## config.mk

```make
export PLATFORM = sky130hd
export DESIGN_NAME = ex_stage
export DESIGN_NICKNAME = d
export VERILOG_FILES = /design/src/rtl/ex_pkg.sv /design/src/rtl/ex_mul_seq.sv /design/src/rtl/ex_stage.sv
export SDC_FILE = /design/constraint.sdc
export NUM_CORES = 1
export LEC_CHECK = 0
export CAP_MARGIN = 20
export CORE_AREA = 2 2 150 152
export DETAILED_ROUTE_END_ITERATION = 7
export DIE_AREA = 0 0 152 154
export GPL_ROUTABILITY_DRIVEN = 0
export PLACE_DENSITY = 0.73
export SYNTH_ARGS = -nofsm -noshare
export SYNTH_HDL_FRONTEND = slang
export SYNTH_HIERARCHICAL = 1
export SYNTH_SLANG_ARGS = --single-unit
```

## constraint.sdc

```tcl
create_clock -name clock__i -period 5.7 [get_ports clock__i]
set_clock_uncertainty 0.1 [all_clocks]
set_input_delay 1.14 -clock clock__i [delete_from_list [all_inputs] [get_ports clock__i]]
set_output_delay 1.14 -clock clock__i [all_outputs]
set_load 0.02 [all_outputs]
```

## src/rtl/ex_pkg.sv

```systemverilog
// Shared types and default sizing for the MIPS execute stage.
package ex_pkg;

   localparam int DEF_XLEN       = 32;
   localparam int DEF_MUL_CYCLES = 32;

   typedef enum logic [2:0] {
      ALU_ADD = 3'b000,
      ALU_SUB = 3'b001,
      ALU_AND = 3'b010,
      ALU_OR  = 3'b011,
      ALU_XOR = 3'b100,
      ALU_SLT = 3'b101,
      ALU_NOR = 3'b110,
      ALU_MUL = 3'b111
   } alu_op_t;

   typedef enum logic {
      IDLE = 1'b0,
      BUSY = 1'b1
   } ex_state_t;

endpackage

```

## src/rtl/ex_mul_seq.sv

```systemverilog
// Iterative shift-add multiplier, one partial product per cycle; low XLEN
// bits of the product are presented combinationally during the final step.
module ex_mul_seq
   import ex_pkg::*;
#(
   parameter int XLEN       = DEF_XLEN,
   parameter int MUL_CYCLES = DEF_MUL_CYCLES
) (
   input  logic            clock__i,
   input  logic            reset_n__i,
   input  logic            start__i,
   input  logic [XLEN-1:0] op_a__i,
   input  logic [XLEN-1:0] op_b__i,
   output logic            busy__o,
   output logic            done__o,
   output logic [XLEN-1:0] result__o
);

   localparam int CW = $clog2(MUL_CYCLES);

   ex_state_t       state;
   logic [CW-1:0]   count;
   logic [XLEN-1:0] mcnd;
   logic [XLEN-1:0] mplr;
   logic [XLEN-1:0] acc;
   logic [XLEN-1:0] acc_next;

   assign acc_next  = acc + (mplr[0] ? mcnd : '0);
   assign busy__o   = (state == BUSY);
   assign done__o   = busy__o && (count == CW'(MUL_CYCLES - 1));
   assign result__o = acc_next;

   always_ff @(posedge clock__i or negedge reset_n__i) begin
      if (!reset_n__i) begin
         state <= IDLE;
         count <= '0;
         mcnd  <= '0;
         mplr  <= '0;
         acc   <= '0;
      end else begin
         case (state)
            IDLE: begin
               if (start__i) begin
                  mcnd  <= op_a__i;
                  mplr  <= op_b__i;
                  acc   <= '0;
                  count <= '0;
                  state <= BUSY;
               end
            end
            BUSY: begin
               acc  <= acc_next;
               mcnd <= mcnd << 1;
               mplr <= mplr >> 1;
               if (done__o) begin
                  count <= '0;
                  state <= IDLE;
               end else begin
                  count <= count + 1'b1;
               end
            end
            default: state <= IDLE;
         endcase
      end
   end

endmodule

```

## src/rtl/ex_stage.sv

```systemverilog
// MIPS execute stage: forwarding, ALU and the EX/MEM register.
// Define EX_MUL_EN to include the iterative multiplier and its stall logic.
module ex_stage
   import ex_pkg::*;
#(
   parameter int XLEN       = DEF_XLEN,
   parameter int MUL_CYCLES = DEF_MUL_CYCLES
) (
   input  logic            clock__i,
   input  logic            reset_n__i,
   input  logic            RegWrite__i,
   input  logic            MemToReg__i,
   input  logic            MemRead__i,
   input  logic            MemWrite__i,
   input  logic            ALUSrc__i,
   input  logic            RegDst__i,
   input  logic [2:0]      ALUOp__i,
   input  logic [XLEN-1:0] RegRsData__i,
   input  logic [XLEN-1:0] RegRtData__i,
   input  logic [XLEN-1:0] Immediate__i,
   input  logic [4:0]      InstrRsAddr__i,
   input  logic [4:0]      InstrRtAddr__i,
   input  logic [4:0]      InstrRdAddr__i,
   input  logic            WbRegWrite__i,
   input  logic [4:0]      WbAddr__i,
   input  logic [XLEN-1:0] WbData__i,
   output logic            RegWrite__o,
   output logic            MemToReg__o,
   output logic            MemRead__o,
   output logic            MemWrite__o,
   output logic [XLEN-1:0] ALUResult__o,
   output logic [XLEN-1:0] StoreData__o,
   output logic [4:0]      DestAddr__o,
   output logic            Stall__o
);

   function automatic logic [XLEN-1:0] fwd_sel(
      input logic [4:0]      addr,
      input logic [XLEN-1:0] idex_val,
      input logic            mem_we,
      input logic [4:0]      mem_addr,
      input logic [XLEN-1:0] mem_val,
      input logic            wb_we,
      input logic [4:0]      wb_addr,
      input logic [XLEN-1:0] wb_val
   );
      if (addr == 5'd0)                      return idex_val;
      else if (mem_we && (mem_addr == addr)) return mem_val;
      else if (wb_we && (wb_addr == addr))   return wb_val;
      else                                   return idex_val;
   endfunction

   alu_op_t                op;
   logic [XLEN-1:0]        rs_fwd;
   logic [XLEN-1:0]        rt_fwd;
   logic [XLEN-1:0]        op_b;
   logic signed [XLEN-1:0] rs_s;
   logic signed [XLEN-1:0] op_b_s;
   logic [XLEN-1:0]        mul_out;
   logic [XLEN-1:0]        alu_res;
   logic                   stall;

   assign op     = alu_op_t'(ALUOp__i);
   assign rs_fwd = fwd_sel(InstrRsAddr__i, RegRsData__i, RegWrite__o, DestAddr__o,
                           ALUResult__o, WbRegWrite__i, WbAddr__i, WbData__i);
   assign rt_fwd = fwd_sel(InstrRtAddr__i, RegRtData__i, RegWrite__o, DestAddr__o,
                           ALUResult__o, WbRegWrite__i, WbAddr__i, WbData__i);
   assign op_b   = ALUSrc__i ? Immediate__i : rt_fwd;
   assign rs_s   = rs_fwd;
   assign op_b_s = op_b;

`ifdef EX_MUL_EN
   logic            mul_start;
   logic            mul_busy;
   logic            mul_done;
   logic [XLEN-1:0] mul_res;

   // Operands are captured only on acceptance, so later forwarding changes are ignored.
   assign mul_start = (op == ALU_MUL) && !mul_busy;

   ex_mul_seq #(
      .XLEN       (XLEN),
      .MUL_CYCLES (MUL_CYCLES)
   ) u_mul (
      .clock__i   (clock__i),
      .reset_n__i (reset_n__i),
      .start__i   (mul_start),
      .op_a__i    (rs_fwd),
      .op_b__i    (op_b),
      .busy__o    (mul_busy),
      .done__o    (mul_done),
      .result__o  (mul_res)
   );

   assign stall   = mul_start || (mul_busy && !mul_done);
   assign mul_out = mul_res;
`else
   assign stall   = 1'b0;
   assign mul_out = '0;
`endif

   assign Stall__o = stall;

   always_comb begin
      alu_res = '0;
      case (op)
         ALU_ADD: alu_res = rs_fwd + op_b;
         ALU_SUB: alu_res = rs_fwd - op_b;
         ALU_AND: alu_res = rs_fwd & op_b;
         ALU_OR:  alu_res = rs_fwd | op_b;
         ALU_XOR: alu_res = rs_fwd ^ op_b;
         ALU_SLT: alu_res = {{(XLEN-1){1'b0}}, (rs_s < op_b_s)};
         ALU_NOR: alu_res = ~(rs_fwd | op_b);
         ALU_MUL: alu_res = mul_out;
      endcase
   end

   // EX/MEM register; a stall pushes a bubble downstream.
   always_ff @(posedge clock__i or negedge reset_n__i) begin
      if (!reset_n__i) begin
         RegWrite__o  <= 1'b0;
         MemToReg__o  <= 1'b0;
         MemRead__o   <= 1'b0;
         MemWrite__o  <= 1'b0;
         ALUResult__o <= '0;
         StoreData__o <= '0;
         DestAddr__o  <= '0;
      end else if (stall) begin
         RegWrite__o  <= 1'b0;
         MemToReg__o  <= 1'b0;
         MemRead__o   <= 1'b0;
         MemWrite__o  <= 1'b0;
         ALUResult__o <= '0;
         StoreData__o <= '0;
         DestAddr__o  <= '0;
      end else begin
         RegWrite__o  <= RegWrite__i;
         MemToReg__o  <= MemToReg__i;
         MemRead__o   <= MemRead__i;
         MemWrite__o  <= MemWrite__i;
         ALUResult__o <= alu_res;
         StoreData__o <= rt_fwd;
         DestAddr__o  <= RegDst__i ? InstrRdAddr__i : InstrRtAddr__i;
      end
   end

endmodule

```

# Word-level counts from Yosys, hierarchy flattened
# Index checks and enable logic that the tools add are counted.
word_totals:
  reg_bits: 73
  out_inout_bits: 74
  elab_cells: 41
op_classes:
  add_sub_neg: 2
  order_cmp: 1
  n_eq_ne: 11
  n_mux: 9
  bitwise_logic: 4
  reduce_logical: 7
ops:
  columns: ["operator", "count"]
  rows:
  - ["32-bit one-hot mux with 8 select lines", 1]
  - ["32-bit two-way mux", 7]
  - ["32-bit adder", 1]
  - ["32-bit bitwise AND", 1]
  - ["32-bit < comparator", 1]
  - ["32-bit inverter", 1]
  - ["32-bit bitwise OR", 1]
  - ["32-bit subtractor", 1]
  - ["32-bit XOR", 1]
  - ["5-bit equality test", 4]
  - ["3-bit equality test (second input constant)", 4]
  - ["5-bit zero test", 2]
  - ["3-bit by 2-bit equality test with 1-bit output (second input constant)", 2]
  - ["5-bit two-way mux", 1]
  - ["1-bit logical AND", 4]
  - ["3-bit by 1-bit equality test with 1-bit output (second input constant)", 1]
  - ["3-bit zero test", 1]

# Logic depth before layout (Yosys ltp)
# Gate-level depths: netlist of the first run.
depth:
  ltp_word: 9
  mapped_depth: 24

# Worst setup path after synthesis of the first run
# OpenSTA, ideal clock, no wires.
synth_path:
  path_kind: "input -> register"
  startpoint: "in InstrRtAddr__i[0]"
  endpoint: "reg ALUResult__o[28]"
  t_arrival_ns: 5.141
  path_slack_ns: 0.333
  cell_stages: 18
  path_buffers: 2
  path_cell_list: "xnor2_1 > nand4_1 > o2111ai_2 > clkbuf_1 > buf_1 > o22ai_1 > nand2_1 > o21ai_0 > o21a_1 > ha_1 > or4_1 > nor4b_2 > nor2_1 > a21oi_2 > a21oi_1 > nor2b_1 > a221o_1 > a221o_1"
synth_between:
  elab_chain_cells: 9
  word_cells_on_any_way: 16
  cone_classes: "add/sub: 2; eq/ne: 2; mux: 5; bitwise: 4; reduce/logical: 3"
synth_rtl:
  columns: ["element", "line_no", "source"]
  rows:
  - ["start: declaration", "ex_stage.sv:22", "input logic [4:0] InstrRtAddr__i,"]
  - ["5-bit equality test", "ex_stage.sv:49", "else if (wb_we && (wb_addr == addr)) return wb_val;"]
  - ["1-bit logical AND", "ex_stage.sv:49", null]
  - ["32-bit two-way mux", "ex_stage.sv:49", null]
  - ["32-bit two-way mux", "ex_stage.sv:48", "else if (mem_we && (mem_addr == addr)) return mem_val;"]
  - ["32-bit two-way mux (*)", "ex_stage.sv:47", "if (addr == 5'd0) return idex_val;"]
  - ["32-bit two-way mux (*)", "ex_stage.sv:68", "assign op_b = ALUSrc__i ? Immediate__i : rt_fwd;"]
  - ["parallel branches: the longest is 2 deep, another holds 32-bit subtractor", null, null]
  - ["32-bit one-hot mux with 8 select lines (*)", "ex_stage.sv:106", "case (op)"]
  - ["via alu_res[28]", "ex_stage.sv:60", "logic [XLEN-1:0] alu_res;"]
  - ["end signal: assignment", "ex_stage.sv:141", "ALUResult__o <= alu_res;"]
  - ["end: declaration", "ex_stage.sv:31", "output logic [XLEN-1:0] ALUResult__o,"]
# Mark *: on every way through the listed nets, which the timed path passes.

# Final worst setup path of the first run
layout_path:
  startpoint: "in WbAddr__i[3]"
  endpoint: "reg ALUResult__o[31]"
layout_between:
  elab_chain_cells: 9
  word_cells_on_any_way: 18
  cone_classes: "add/sub: 2; eq/ne: 2; mux: 8; bitwise: 4; reduce/logical: 2"
layout_rtl:
  columns: ["element", "line_no", "source"]
  rows:
  - ["start: declaration", "ex_stage.sv:25", "input logic [4:0] WbAddr__i,"]
  - ["parallel branches: the longest is 8 deep, another holds 32-bit subtractor", null, null]
  - ["32-bit one-hot mux with 8 select lines (*)", "ex_stage.sv:106", null]
  - ["via alu_res[31]", "ex_stage.sv:60", null]
# Marks and branches as above.

==> reports/summary.txt, run 1 <==
Sequential area share after synthesis -> 18.9%
Critical-path top delay cell -> clkdlybuf4s50_1
Multi-input combinational cell area -> 0.00723 mm²
Count leader, synth -> inv_1
Synth unique cells -> 88
Async S/R FF share, synth -> 100%
CP Class -> primary input to flop
IO buf count -> 232
Synthesis Warnings -> 6
DRC viols -> 0
Gr usage total -> 33.0%
Dpl hpwl -> 31.3 mm
Drt wl/cell -> 20.0 µm
Starting DRT DRC Count -> 1,274
Tightest Pin Transition -> 880 ps
Crit path capture type -> flop
Flip-flop and latch area -> 0.00183 mm²
Total grt overflow -> 0
Placed cell areas -> 0.0141 mm²
Syn nets -> 1,544
Routed vias -> 12,000
Die X -> 152 µm
#FFs+latches synth -> 73
Status -> finished clean
Layout cell share with drive strength beyond 1 -> 22.5%
Maxcap violations -> 0
Leak Pwr -> 6.74 nW
# IOs -> 234
Filler cells -> 1,757
First-pass GRT wire length -> 62.4 mm
CTS tree -> done
Worst path bufs/invs -> 5
Place WS -> -599 ps
Full die area -> 0.0234 mm²
Pre-antenna DRT Iters -> 8
Final Hold Fails -> 0
Power Dens Cells -> 206 mW/mm²
Cells after Synth -> 1,279
Initial antenna violation count -> 0
Nets -> 1,995
Area fraction of the dominant cell type after synthesis -> 18.9%
N_diodes -> 0
H-tree depth -> 3
Area growth syn-to-layout -> 52.4%
Hold Path Class -> flop to flop
Design Area, Final -> 0.0147 mm²
Final WS setup -> 142 ps
Clk Latency, worst-skew pair -> 370 ps
CORE AREA -> 0.0217 mm²
Initial Util -> 44.5%
Critical path data arrival time -> 5690 ps
Crit path cell chain -> clkdlybuf4s50_1 -> xor2_1 -> nor4_2 -> buf_4 -> o2111ai_4 -> buf_12 -> buf_6 -> o22ai_1 -> nand2_1 -> o21ai_0 -> o21a_1 -> inv_1 -> ha_1 -> a21o_1 -> a21oi_1 -> nor3b_1 -> a21oi_1 -> o41a_1 -> a21oi_1 -> mux2i_1 -> o221ai_1
Clock Path Buffers -> 2
Vias/cell -> 5.98
Final WL -> 40.4 mm
Post-synth EDFFs -> 0
Detail Route Antenna Nets -> 0
Relative slew slack -> 41.3%
Req. time, crit path -> 5830 ps
Final period util -> 97.5%
Max Clk Rate -> 180 MHz
Root buf cell -> clkbuf_16
Peak supply drop -> 118 µV
Synth top area cells -> dfrtp_1 19%, ha_1 14%, a21oi_1 5.9%
Rows -> 54
Clock Pin Slew Worst Setup and Hold Paths -> 80 ps
Family with the most delay on the worst path -> compound AO/OA/AOI/OAI gates
Pin count of the biggest net entering global routing -> 61
Synth cell count leaders -> 121 x inv_1, 113 x a21oi_1, 107 x nand2_1, 105 x ha_1, 85 x nor2_1
Slowest stage delay, CP -> 450 ps
Syn Area/Cell -> 7.55 µm²
Final setup vio count -> 0
Die height -> 154 µm
Yosys top cell by area -> dfrtp_1
Sink Count -> 73
CP Max Fanout -> 14
TritonCTS buffer count -> 9
Vias in the first global route -> 11,900
Min cycle time layout -> 5560 ps
Slew Viols, Final -> 0
CP most frequent cell -> a21oi_1
Post-Syn Area -> 0.00965 mm²
CP Launch Type -> primary input
Prevailing post-synth register cell -> dfrtp_1
worst reg2reg max path: stages, from the launching register on:
cell and delay [ps]:
dfrtp_1 440, xnor2_1 190, nand4_1 230, buf_4 210
nor3b_2 230, or2_4 250, o21ai_0 130, o21a_1 200
buf_4 140, ha_1 320, or4_1 570, nor4b_4 320
nor2_1 100, a21oi_2 250, a21oi_2 90, nor2b_1 150
a221o_1 350, a221o_1 350
metrics by stage:
stage	total power, mW	hold WS [ps]	util, %	instances	TNS, ps
global placement	2.30	575	65.0	1988	-2820
finish	3.02	591	67.8	2015	0
global route	3.17	635	67.8	2015	-74.6
detailed placement	2.33	578	65.0	1988	-7100
floorplan	1.53	642	-	1279	0
CTS	2.95	591	66.5	2004	0
flip-flops by register name (all words and copies together) (netlist names):
signal	count
MemRead__o	1
MemToReg__o	1
StoreData__o	32
DestAddr__o	5
MemWrite__o	1
ALUResult__o	32
RegWrite__o	1
cell type report:
class | count | share of cell area, %
Multi-Input combinational cell | 1004 | 49.2
Timing Repair Buffer | 518 | 30.9
Sequential cell | 73 | 12.4
Inverter | 124 | 3.16
Tap cell | 280 | 2.38
Clock buffer | 9 | 1.53
Clock inverter | 7 | 0.451
cell usage in the layout, fill, tap and decap left out, types with 10 or more instances in the layout:
cell type	n
xor2_1	25
o21bai_1	15
nand2b_1	23
inv_1	121
clkdlybuf4s50_1	222
clkbuf_16	10
nand2_1	105
a21oi_1	108
dfrtp_1	73
a22oi_1	15
o21a_1	30
a221oi_1	14
o22ai_1	74
a21o_1	20
buf_4	281
o21ai_0	77
nor3_1	16
xnor2_1	43
nor2_1	85
o22a_1	36
mux2_2	12
ha_1	102
layer usage:
metal,share of wire [%],routed length [µm],vias up,track usage [%]
met1,39,15800,5686,40.3
met4,4.8,1930,0,16.7
met2,48,19600,677,56.7
met5,0,0,-,0
met3,7.7,3090,155,4.93
li1,-,-,5524,-
cells by family (layout without fill, tap and decap cells):
| group | Yosys count | in the layout | synth area share, % |
|---|---|---|---|
| buf+inv | 202 | 658 | 8.00 |
| simple gates | 317 | 317 | 16.2 |
| mux | 17 | 17 | 1.93 |
| compound gates | 496 | 496 | 35.2 |
| xor+xnor | 68 | 68 | 6.17 |
| flops | 73 | 73 | 18.9 |
| other cells | 1 | 1 | 0.0389 |
| fa+ha+maj | 105 | 105 | 13.6 |
final timing paths:
check                                startpoint          endpoint  slack [ps]  cells after the start
worst max register to register   DestAddr__o[0]  ALUResult__o[28]         980                     17
worst max-delay path               WbAddr__i[3]  ALUResult__o[31]         140                     21
max in group asynchronous            reset_n__i  ALUResult__o[12]        3880                      2
worst min-delay path            ALUResult__o[5]   StoreData__o[5]         590                      2
min in group asynchronous            reset_n__i  StoreData__o[24]         650                      1
worst min register to register  ALUResult__o[5]   StoreData__o[5]         590                      2
repair_timing:
action	in CTS	in global routing
hold buffers	0	0
cloned	0	1
hold endpoints to repair	0	0
pin swaps	1	19
setup endpoints to repair	9	14
gates resized for setup	5	44
buffers inserted	0	10
power by group:
part | internal [mW] | leakage (nW) | switching [mW] | total [mW]
combinational | 0.865 | 5.73 | 0.911 | 1.78
sequential | 0.580 | 0.865 | 0.0562 | 0.637
clock | 0.309 | 0.145 | 0.303 | 0.612
(Power assumes the default switching activity.)
==> inputs of run 2 (changes only) <==
--- a/config.mk
+++ b/config.mk
@@ -7,10 +7,12 @@
 export LEC_CHECK = 0
 export CAP_MARGIN = 20
 export CORE_AREA = 2 2 150 152
+export CTS_CLUSTER_DIAMETER = 120
 export DETAILED_ROUTE_END_ITERATION = 7
 export DIE_AREA = 0 0 152 154
 export GPL_ROUTABILITY_DRIVEN = 0
 export PLACE_DENSITY = 0.73
+export SLEW_MARGIN = 20
 export SYNTH_ARGS = -nofsm -noshare
 export SYNTH_HDL_FRONTEND = slang
 export SYNTH_HIERARCHICAL = 1
==> reports/summary.txt, run 2 (same netlist as run 1, synthesis figures left out) <==
Min cycle time layout -> 5620 ps (+63.6 ps)
Final period util -> 98.6% (+1.1 points)
CP Max Fanout -> 14 (unchanged)
CP most frequent cell -> a21oi_1
H-tree depth -> 3 (unchanged)
Vias in the first global route -> 11,900 (unchanged)
Commonest non-fill, non-tap cell in the layout -> buf_4
Slew Viols, Final -> 0 (unchanged)
First-pass GRT wire length -> 62.4 mm (unchanged)
Pre-antenna DRT Iters -> 8 (unchanged)
Crit path capture type -> flop
Maxcap violations -> 0 (unchanged)
Critical-path top delay cell -> clkdlybuf4s50_1
CP Class -> primary input to flop
Gr usage total -> 33.0% (unchanged)
# IOs -> 234 (unchanged)
Die height -> 154 µm (unchanged)
Detail Route Antenna Nets -> 0 (unchanged)
N_diodes -> 0 (unchanged)
Total grt overflow -> 0 (unchanged)
Worst path bufs/invs -> 5 (unchanged)
Most frequent cells in the layout -> 281 x buf_4, 222 x clkdlybuf4s50_1, 121 x inv_1, 108 x a21oi_1, 105 x nand2_1
Top flop regs -> ALUResult__o (32), StoreData__o (32), DestAddr__o (5)
Final setup vio count -> 0 (unchanged)
Max Clk Rate -> 178 MHz (-1.1%)
Clock Pin Slew Worst Setup and Hold Paths -> 80 ps (about the same)
Die X -> 152 µm (unchanged)
Initial Util -> 44.5% (unchanged)
Area growth syn-to-layout -> 52.1%
CP Launch Type -> primary input
Non-filler instance count after layout -> 2,014 (-0.050%)
Leak Pwr -> 6.73 nW (-0.16%)
Full die area -> 0.0234 mm² (unchanged)
Vias/cell -> 5.97 (-0.18%)
Final WL -> 40.4 mm (about the same)
Slowest stage delay, CP -> 450 ps (about the same)
Final Hold Fails -> 0 (unchanged)
Power Dens Cells -> 206 mW/mm² (about the same)
Flip-flop and latch area -> 0.00183 mm² (unchanged)
IO buf count -> 232 (unchanged)
Layout cell share with drive strength beyond 1 -> 22.5% (about the same)
Drt wl/cell -> 20.0 µm (about the same)
TritonCTS buffer count -> 9 (unchanged)
Family with the most delay on the worst path -> compound AO/OA/AOI/OAI gates
Pin count of the biggest net entering global routing -> 61 (unchanged)
Status -> finished clean
CTS tree -> done
Dpl hpwl -> 31.3 mm (unchanged)
Setup TNS Final -> 0 ps (unchanged)
Relative slew slack -> 44.2% (+2.8 points)
Post-Route Utilization -> 67.7% (-0.12 points)
Initial antenna violation count -> 0 (unchanged)
Peak supply drop -> 119 µV (+0.84%)
Tightest Pin Transition -> 838 ps (-42.5 ps)
Req. time, crit path -> 5820 ps (about the same)
Hold Path Class -> flop to flop
Starting DRT DRC Count -> 1,237 (-2.9%)
Rows -> 54 (unchanged)
Routed vias -> 12,000 (-0.23%)
Clock Path Buffers -> 2 (unchanged)
Critical path data arrival time -> 5750 ps (+60 ps)
DRC viols -> 0 (unchanged)
Clk Latency, worst-skew pair -> 370 ps (about the same)
Sink Count -> 73 (unchanged)
CORE AREA -> 0.0217 mm² (unchanged)
Placed instance count -> 1,988 (unchanged)
Hold-fix buffers, CTS -> 0 (unchanged)
Nets -> 1,994 (-0.050%)
Filler cells -> 1,768 (+0.63%)
Crit path cell chain -> clkdlybuf4s50_1 -> xor2_1 -> nor4_2 -> buf_4 -> o2111ai_4 -> buf_12 -> buf_6 -> o22ai_1 -> nand2_1 -> o21ai_0 -> o21a_1 -> inv_1 -> ha_1 -> a21o_1 -> a21oi_1 -> nor3b_1 -> a21oi_1 -> o41a_1 -> a21oi_1 -> mux2i_1 -> o221ai_1
Root buf cell -> clkbuf_16
Multi-input combinational cell area -> 0.00723 mm² (about the same)
-- run 2: cell type report --
| type | instances | share of cell area [%] |
|---|---|---|
| clock buffer | 9 | 1.53 |
| clock inverter | 7 | 0.452 |
| inverter | 124 | 3.17 |
| multi-input combinational | 1004 | 49.3 |
| sequential | 73 | 12.4 |
| tap | 280 | 2.39 |
| timing repair buffer | 517 | 30.7 |
-- run 2: through the flow --
| step | hold slack (ps) | cell area (µm²) | worst slack (ps) | power [mW] |
|---|---|---|---|---|
| after floorplan | 642 | 9650 | 333 | 1.53 |
| after global placement | 575 | 14100 | -348 | 2.30 |
| after detailed placement | 578 | 14100 | -599 | 2.33 |
| after CTS | 591 | 14400 | 49.1 | 2.95 |
| after global routing | 635 | 14700 | -21.5 | 3.17 |
| final | 600 | 14700 | 78.9 | 3.02 |
-- run 2: repair_timing --
action | CTS | global route
hold endpoints to repair | 0 | 0
setup buffers | 0 | 10
pin swaps | 1 | 19
gates cloned | 0 | 1
gates resized for setup | 5 | 44
endpoints found under the setup margin | 9 | 15
-- run 2: path summary, 6_finish.rpt --
check / start / end / slack [ps] / cells past startpoint
worst max-delay path: WbAddr__i[3] / ALUResult__o[31] / 80 / 21
min in group asynchronous: reset_n__i / StoreData__o[24] / 660 / 1
max in group asynchronous: reset_n__i / ALUResult__o[12] / 3870 / 2
worst max register to register: DestAddr__o[3] / ALUResult__o[28] / 970 / 20
worst min register to register: ALUResult__o[5] / StoreData__o[5] / 600 / 2
worst min-delay path: ALUResult__o[5] / StoreData__o[5] / 600 / 2
-- run 2: layer usage --
layer	part of all wire, %	global-route usage [%]	wire, µm	up-vias
met5	0	0	0	-
met4	4.8	16.7	1930	0
met3	7.9	4.93	3180	165
met2	48	56.7	19500	658
met1	39	40.3	15800	5669
li1	-	-	-	5522
-- run 2: power by group --
| part | internal (mW) | switching [mW] |
|---|---|---|
| clock | 0.309 | 0.302 |
| combinational | 0.863 | 0.910 |
| sequential | 0.580 | 0.0564 |
| total | 1.75 | 1.27 |
-- run 2: tightest hold or removal path, delay by kind of cell, from the launching register on --
| kind | cells | cell delay [ps] |
|---|---|---|
| flops | 1 | 400 |
| compound gates | 2 | 260 |
==> inputs of run 3 (changes only) <==
--- a/config.mk
+++ b/config.mk
@@ -8,11 +8,12 @@
 export CAP_MARGIN = 20
 export CORE_AREA = 2 2 150 152
 export CTS_CLUSTER_DIAMETER = 120
+export CTS_CLUSTER_SIZE = 8
 export DETAILED_ROUTE_END_ITERATION = 7
 export DIE_AREA = 0 0 152 154
 export GPL_ROUTABILITY_DRIVEN = 0
 export PLACE_DENSITY = 0.73
-export SLEW_MARGIN = 20
+export SLEW_MARGIN = 40
 export SYNTH_ARGS = -nofsm -noshare
 export SYNTH_HDL_FRONTEND = slang
 export SYNTH_HIERARCHICAL = 1
==> constraint.sdc (replaced) <==
create_clock -name clock__i -period 5.7 [get_ports clock__i]
set_clock_uncertainty 0.1 [all_clocks]
set_input_delay 1.425 -clock clock__i [delete_from_list [all_inputs] [get_ports clock__i]]
set_output_delay 1.425 -clock clock__i [all_outputs]
set_load 0.02 [all_outputs]
==> reports/summary.txt, run 3 (same netlist as run 1, synthesis figures left out) <==
Critical path data arrival time -> 5740 ps (about the same)
Clock Pin Slew Worst Setup and Hold Paths -> 70 ps (about the same)
H-tree depth -> 3 (unchanged)
Multi-input combinational cell area -> 0.00743 mm² (+2.7%)
CP Launch Type -> primary input
Clock Path Buffers -> 2 (unchanged)
Layout cell share with drive strength beyond 1 -> 26.8% (+4.2 points)
Relative slew slack -> 43.6% (-0.54 points)
Placed instance count -> 2,030 (+2.1%)
Slowest stage delay, CP -> 460 ps (about the same)
IO buf count -> 232 (unchanged)
Maxcap violations -> 0 (unchanged)
Commonest non-fill, non-tap cell in the layout -> buf_4
Rows -> 54 (unchanged)
Full die area -> 0.0234 mm² (unchanged)
Power Dens Cells -> 207 mW/mm² (+0.47%)
Drt wl/cell -> 20.2 µm (+0.90%)
Root buf cell -> clkbuf_16
Min cycle time layout -> 5600 ps (-23.4 ps)
Req. time, crit path -> 5840 ps (+20 ps)
Most frequent cells in the layout -> 316 x buf_4, 217 x clkdlybuf4s50_1, 120 x inv_1, 107 x a21oi_1, 104 x nand2_1
Setup TNS Final -> 0 ps (unchanged)
Place WS -> -633 ps (-34.5 ps)
Leak Pwr -> 7.03 nW (+4.4%)
Dpl hpwl -> 31.7 mm (+1.1%)
CP Class -> primary input to flop
Crit path cell chain -> clkdlybuf4s50_1 -> xnor2_1 -> nand4_1 -> o22ai_2 -> and2_1 -> buf_12 -> buf_4 -> o22ai_1 -> ha_1 -> inv_1 -> ha_1 -> inv_1 -> o221ai_2 -> a211oi_2 -> buf_4 -> nor4b_4 -> nor2_1 -> a21oi_2 -> a21oi_2 -> nor2b_2 -> a221o_1 -> a221o_1
Gr usage total -> 33.3% (+0.29 points)
Sink Count -> 73 (unchanged)
Pre-antenna DRT Iters -> 8 (unchanged)
# IOs -> 234 (unchanged)
Post-Route Utilization -> 70.5% (+2.8 points)
Die height -> 154 µm (unchanged)
Vias/cell -> 6.02 (+0.87%)
Vias in the first global route -> 12,000 (+1.2%)
Flip-flop and latch area -> 0.00183 mm² (unchanged)
Tightest Pin Transition -> 846 ps (+8.14 ps)
Max Clk Rate -> 179 MHz (+0.42%)
R2R depth -> 21 (+5.0%)
First-pass GRT wire length -> 63.0 mm (+1.0%)
Status -> finished clean
Initial antenna violation count -> 0 (unchanged)
Crit path from -> InstrRsAddr__i[2]
Hold-fix buffers, CTS -> 0 (unchanged)
Initial Util -> 44.5% (unchanged)
Hold wc startpoint -> ALUResult__o[14]
R2R Path Start -> DestAddr__o[0]
Area growth syn-to-layout -> 58.4%
Hold Path Class -> flop to flop
Final WS setup -> 102 ps (+23.4 ps)
Top flop regs -> ALUResult__o (32), StoreData__o (32), DestAddr__o (5)
N_diodes -> 0 (unchanged)
Nets -> 2,038 (+2.2%)
Detail Route Antenna Nets -> 0 (unchanged)
CORE AREA -> 0.0217 mm² (unchanged)
Clk Latency, worst-skew pair -> 360 ps (about the same)
Total grt overflow -> 0 (unchanged)
Die X -> 152 µm (unchanged)
Critical-path top delay cell -> clkdlybuf4s50_1
CTS tree -> done
Final period util -> 98.2% (-0.41 points)
Final setup vio count -> 0 (unchanged)
CP Max Fanout -> 12 (-2)
Pin count of the biggest net entering global routing -> 61 (unchanged)
Starting DRT DRC Count -> 1,339 (+8.2%)
Non-filler instance count after layout -> 2,058 (+2.2%)
DRC viols -> 0 (unchanged)
Slew Viols, Final -> 0 (unchanged)
Crit path capture type -> flop
Tot Pwr -> 3.16 mW (+4.6%)
TritonCTS buffer count -> 9 (unchanged)
Hold Path Cell Cnt -> 4 (+2)
Peak supply drop -> 119 µV (+0.38%)
Final WL -> 41.6 mm (+3.1%)
Final Hold Fails -> 0 (unchanged)
Routed vias -> 12,400 (+3.1%)
Filler cells -> 1,678 (-5.1%)
## run 3: worst paths after layout
path	endpoint	slack [ps]
min in group asynchronous	StoreData__o[27]	930
worst max-delay path	ALUResult__o[28]	100
max in group asynchronous	ALUResult__o[13]	3580
worst min register to register	StoreData__o[14]	620
worst max register to register	ALUResult__o[25]	1020
worst min-delay path	StoreData__o[14]	620
## run 3: what timing repair did
| item | CTS | global route |
|---|---|---|
| resized for setup | 27 | 86 |
| endpoints found under the setup margin | 18 | 19 |
| endpoints found under the hold margin | 0 | 0 |
| pin swaps | 13 | 33 |
| cloned | 1 | 0 |
| buffers inserted | 1 | 10 |
## run 3: area by class of cell
type,count,area share (%)
flip-flops and latches,73,11.9
multi-input cells,1004,48.6
inverters,124,3.06
repair buffers,561,32.0
well taps,280,2.29
clock inverters,7,0.671
clock buffers,9,1.47
## run 3: power breakdown
group	total (mW)	switching, mW	internal [mW]	leakage (nW)
Combinational	1.85	0.936	0.916	6.00
Sequential	0.641	0.0605	0.581	0.865
Clock	0.669	0.279	0.390	0.162
## run 3: metal layers
metal / vias up / part of all wire, % / global-route usage, % / routed length [µm]
met4: 0 / 5.5 / 16.6 / 2290
met5: - / 0 / 0 / 0
met2: 730 / 48 / 58.0 / 20000
met3: 197 / 8.0 / 4.37 / 3310
li1: 5608 / - / - / -
met1: 5848 / 38 / 40.5 / 16000
## run 3: per-stage QoR
stage | cell area, µm² | hold WS, ps
global route | 15300 | 654
detailed placement | 14500 | 577
finish | 15300 | 619
floorplan | 9650 | 642
global placement | 14500 | 561
CTS | 14900 | 591
## run 3: critical path, delay by kind of cell
family	cells	cell delay, ps
buf+inv	6	1120
fa+ha+maj	2	410
simple gates	5	990
xor+xnor	1	250
compound gates	8	1540
==> patch, RTL diff (settings of run 3) <==
`DEF_XLEN`: 32 -> 16.
--- a/src/rtl/ex_pkg.sv
+++ b/src/rtl/ex_pkg.sv
@@ -1,7 +1,7 @@
 // Shared types and default sizing for the MIPS execute stage.
 package ex_pkg;
 
-   localparam int DEF_XLEN       = 32;
+   localparam int DEF_XLEN       = 16;
    localparam int DEF_MUL_CYCLES = 32;
 
    typedef enum logic [2:0] {
Ports: changed (6 resized); port bits go from 234 to 138. The function was not compared with the original's and may differ.
==> patch against run 3 <==
Worst setup slack improved by 0.22 ns. Wire length decreased by 56%. Sequential cell count decreased by 32. Total power decreased by 55%. Synthesized area decreased by 47%. Core utilization decreased by 38 points. Design area decreased by 54%. Via count decreased by 54%. Critical endpoint is now ALUResult__o[13].
==> patch: results (changes against run 3) <==
<table>
<tr><th>Metric</th><th>Value</th></tr>
<tr><th colspan="2">Drt</th></tr>
<tr><td>Detailed-router iteration count before antenna repair</td><td>5 (-3)</td></tr>
<tr><td>Top routing layer used</td><td>met5</td></tr>
<tr><td>Wire length on met3</td><td>1480 um (-55%)</td></tr>
<tr><td>Wire length on met2</td><td>8475 um (-58%)</td></tr>
<tr><td>Aggregate routed wire length</td><td>18110 um (-56%)</td></tr>
<tr><td>DRT met1 WL</td><td>7684 um (-52%)</td></tr>
<tr><td>Detailed Route Iter0 Violations</td><td>508 (-62%)</td></tr>
<tr><th colspan="2">Power and ir drop</th></tr>
<tr><td>Lkg Pwr</td><td>2.893 nW (-59%)</td></tr>
<tr><td>Worst IR Drop VDD</td><td>0.1322 mV (+11%)</td></tr>
<tr><th colspan="2">Global route</th></tr>
<tr><td>GR met1 Demand/Resource</td><td>0.1915 (-0.2137)</td></tr>
<tr><td>Initial antenna violation count</td><td>2 (+2)</td></tr>
<tr><td>Wire length of the first global-routing pass</td><td>28610 um (-55%)</td></tr>
<tr><td>Vias in the first global route</td><td>5475 (-54%)</td></tr>
<tr><td>Total global routing track utilization</td><td>0.1484 (-0.1847)</td></tr>
<tr><td>Grt met2 use</td><td>0.2462 (-0.3335)</td></tr>
<tr><th colspan="2">Cells and area</th></tr>
<tr><td>Fillers</td><td>2225 (+33%)</td></tr>
<tr><td>Net total in the final layout</td><td>944 (-54%)</td></tr>
<tr><td>Layout cell share with drive strength beyond 1</td><td>0.07702 (-0.1907)</td></tr>
<tr><th colspan="2">Yosys</th></tr>
<tr><td>Commonest cells in the synthesized netlist</td><td>nand2_1, inv_1, ha_1, nor2_1, o21ai_0</td></tr>
<tr><td>Count of cell types in the netlist</td><td>79 (-10%)</td></tr>
<tr><td>Ranking of synthesized cells by area</td><td>dfrtp_1, ha_1, nand2_1</td></tr>
<tr><td>Sequential share of the synthesized area</td><td>0.2015 (+0.01226)</td></tr>
<tr><th colspan="2">Clocking</th></tr>
<tr><td>Post-CTS Setup Bufs</td><td>0 (-1)</td></tr>
<tr><th colspan="2">STA</th></tr>
<tr><td>Worst Tran Pin Value</td><td>0.6235 ns (-0.2222 ns)</td></tr>
<tr><th colspan="2">Placement</th></tr>
<tr><td>Number of port buffers</td><td>136 (-41%)</td></tr>
<tr><td>Estimated wirelength of the detail-placed design</td><td>14520 um (-54%)</td></tr>
<tr><th colspan="2">Worst setup path</th></tr>
<tr><td>Highest net fanout along the worst path</td><td>8 (-4)</td></tr>
<tr><th colspan="2">Run status</th></tr>
<tr><td>Run status</td><td>complete, no violations</td></tr>
</table>
## patch: changes by cell type after synthesis, sizes merged, moves of 38 or more
cell	delta
o22ai	-45
clkbuf	-38
nor2	-44
a21oi	-82
o21ai	-39
inv	-66
ha	-61
## patch: worst max-delay path, stage by stage
cell and delay [ns]:
clkdlybuf4s50_1 0.50, xor2_1 0.21, nor4_4 0.46, nand2_1 0.13, nand2_1 0.28, o22ai_1 0.13, nand2_1 0.08, o21ai_0 0.10
o21a_1 0.24, ha_1 0.27, o31ai_1 0.33, or4_1 0.18, a21oi_2 0.05, o32a_4 0.42, a21bo_1 0.18, a2111oi_2 0.38
a31oi_1 0.07
## patch: worst paths after layout
| path | slack (ns) | cells past startpoint | endpoint | start |
|---|---|---|---|---|
| min in group asynchronous | 1.03 | 1 | ALUResult__o[9] | reset_n__i |
| hold / removal | 0.60 | 4 | StoreData__o[7] | ALUResult__o[7] |
| setup / recovery | 0.32 | 17 | ALUResult__o[13] | InstrRtAddr__i[4] |
| max in group asynchronous | 4.07 | 1 | StoreData__o[11] | reset_n__i |
| setup reg to reg | 1.54 | 16 | ALUResult__o[13] | DestAddr__o[4] |
| hold reg to reg | 0.60 | 4 | StoreData__o[7] | ALUResult__o[7] |
## patch: kinds of logic (layout without fill, tap and decap cells)
logic type / Yosys count / count (layout) / share of synthesized area
mux: 15 / 15 / 0.03097
other cells: 1 / 1 / 0.0007366
xor+xnor: 33 / 33 / 0.05677
flops: 41 / 41 / 0.2015
buf+inv: 91 / 230 / 0.06955
fa+ha+maj: 44 / 44 / 0.1081
compound gates: 238 / 238 / 0.3345
simple gates: 203 / 203 / 0.1978
## patch: stage by stage
step / total power, mW / cells / worst slack (ns) / area, sq um / hold WS (ns)
2_1_floorplan: 0.7832 / 666 / 0.7072 / 5091 / 0.6414
3_3_place_gp: 1.054 / 1077 / 0.1542 / 6872 / 0.5861
3_5_place_dp: 1.060 / 1077 / 0.09691 / 6874 / 0.5918
4_1_cts: 1.408 / 1085 / 0.3830 / 7051 / 0.6060
5_1_grt: 1.490 / 1085 / 0.02790 / 7051 / 0.6887
6_report: 1.413 / 1085 / 0.3185 / 7051 / 0.6007
## patch: final cells by class
| cell class | instances | area [sq um] | share of cell area |
|---|---|---|---|
| Multi-Input combinational cell | 534 | 3711 | 0.5264 |
| Sequential cell | 41 | 1026 | 0.1455 |
| Clock inverter | 2 | 37.54 | 0.005324 |
| Clock buffer | 6 | 138.9 | 0.01970 |
| Inverter | 58 | 217.7 | 0.03088 |
| Tap cell | 280 | 350.3 | 0.04969 |
| Timing Repair Buffer | 164 | 1569 | 0.2225 |
## patch: report_power, final
group          internal [mW]  switching, mW
logic                  0.329          0.382
clock network          0.219          0.123
registers              0.326         0.0336
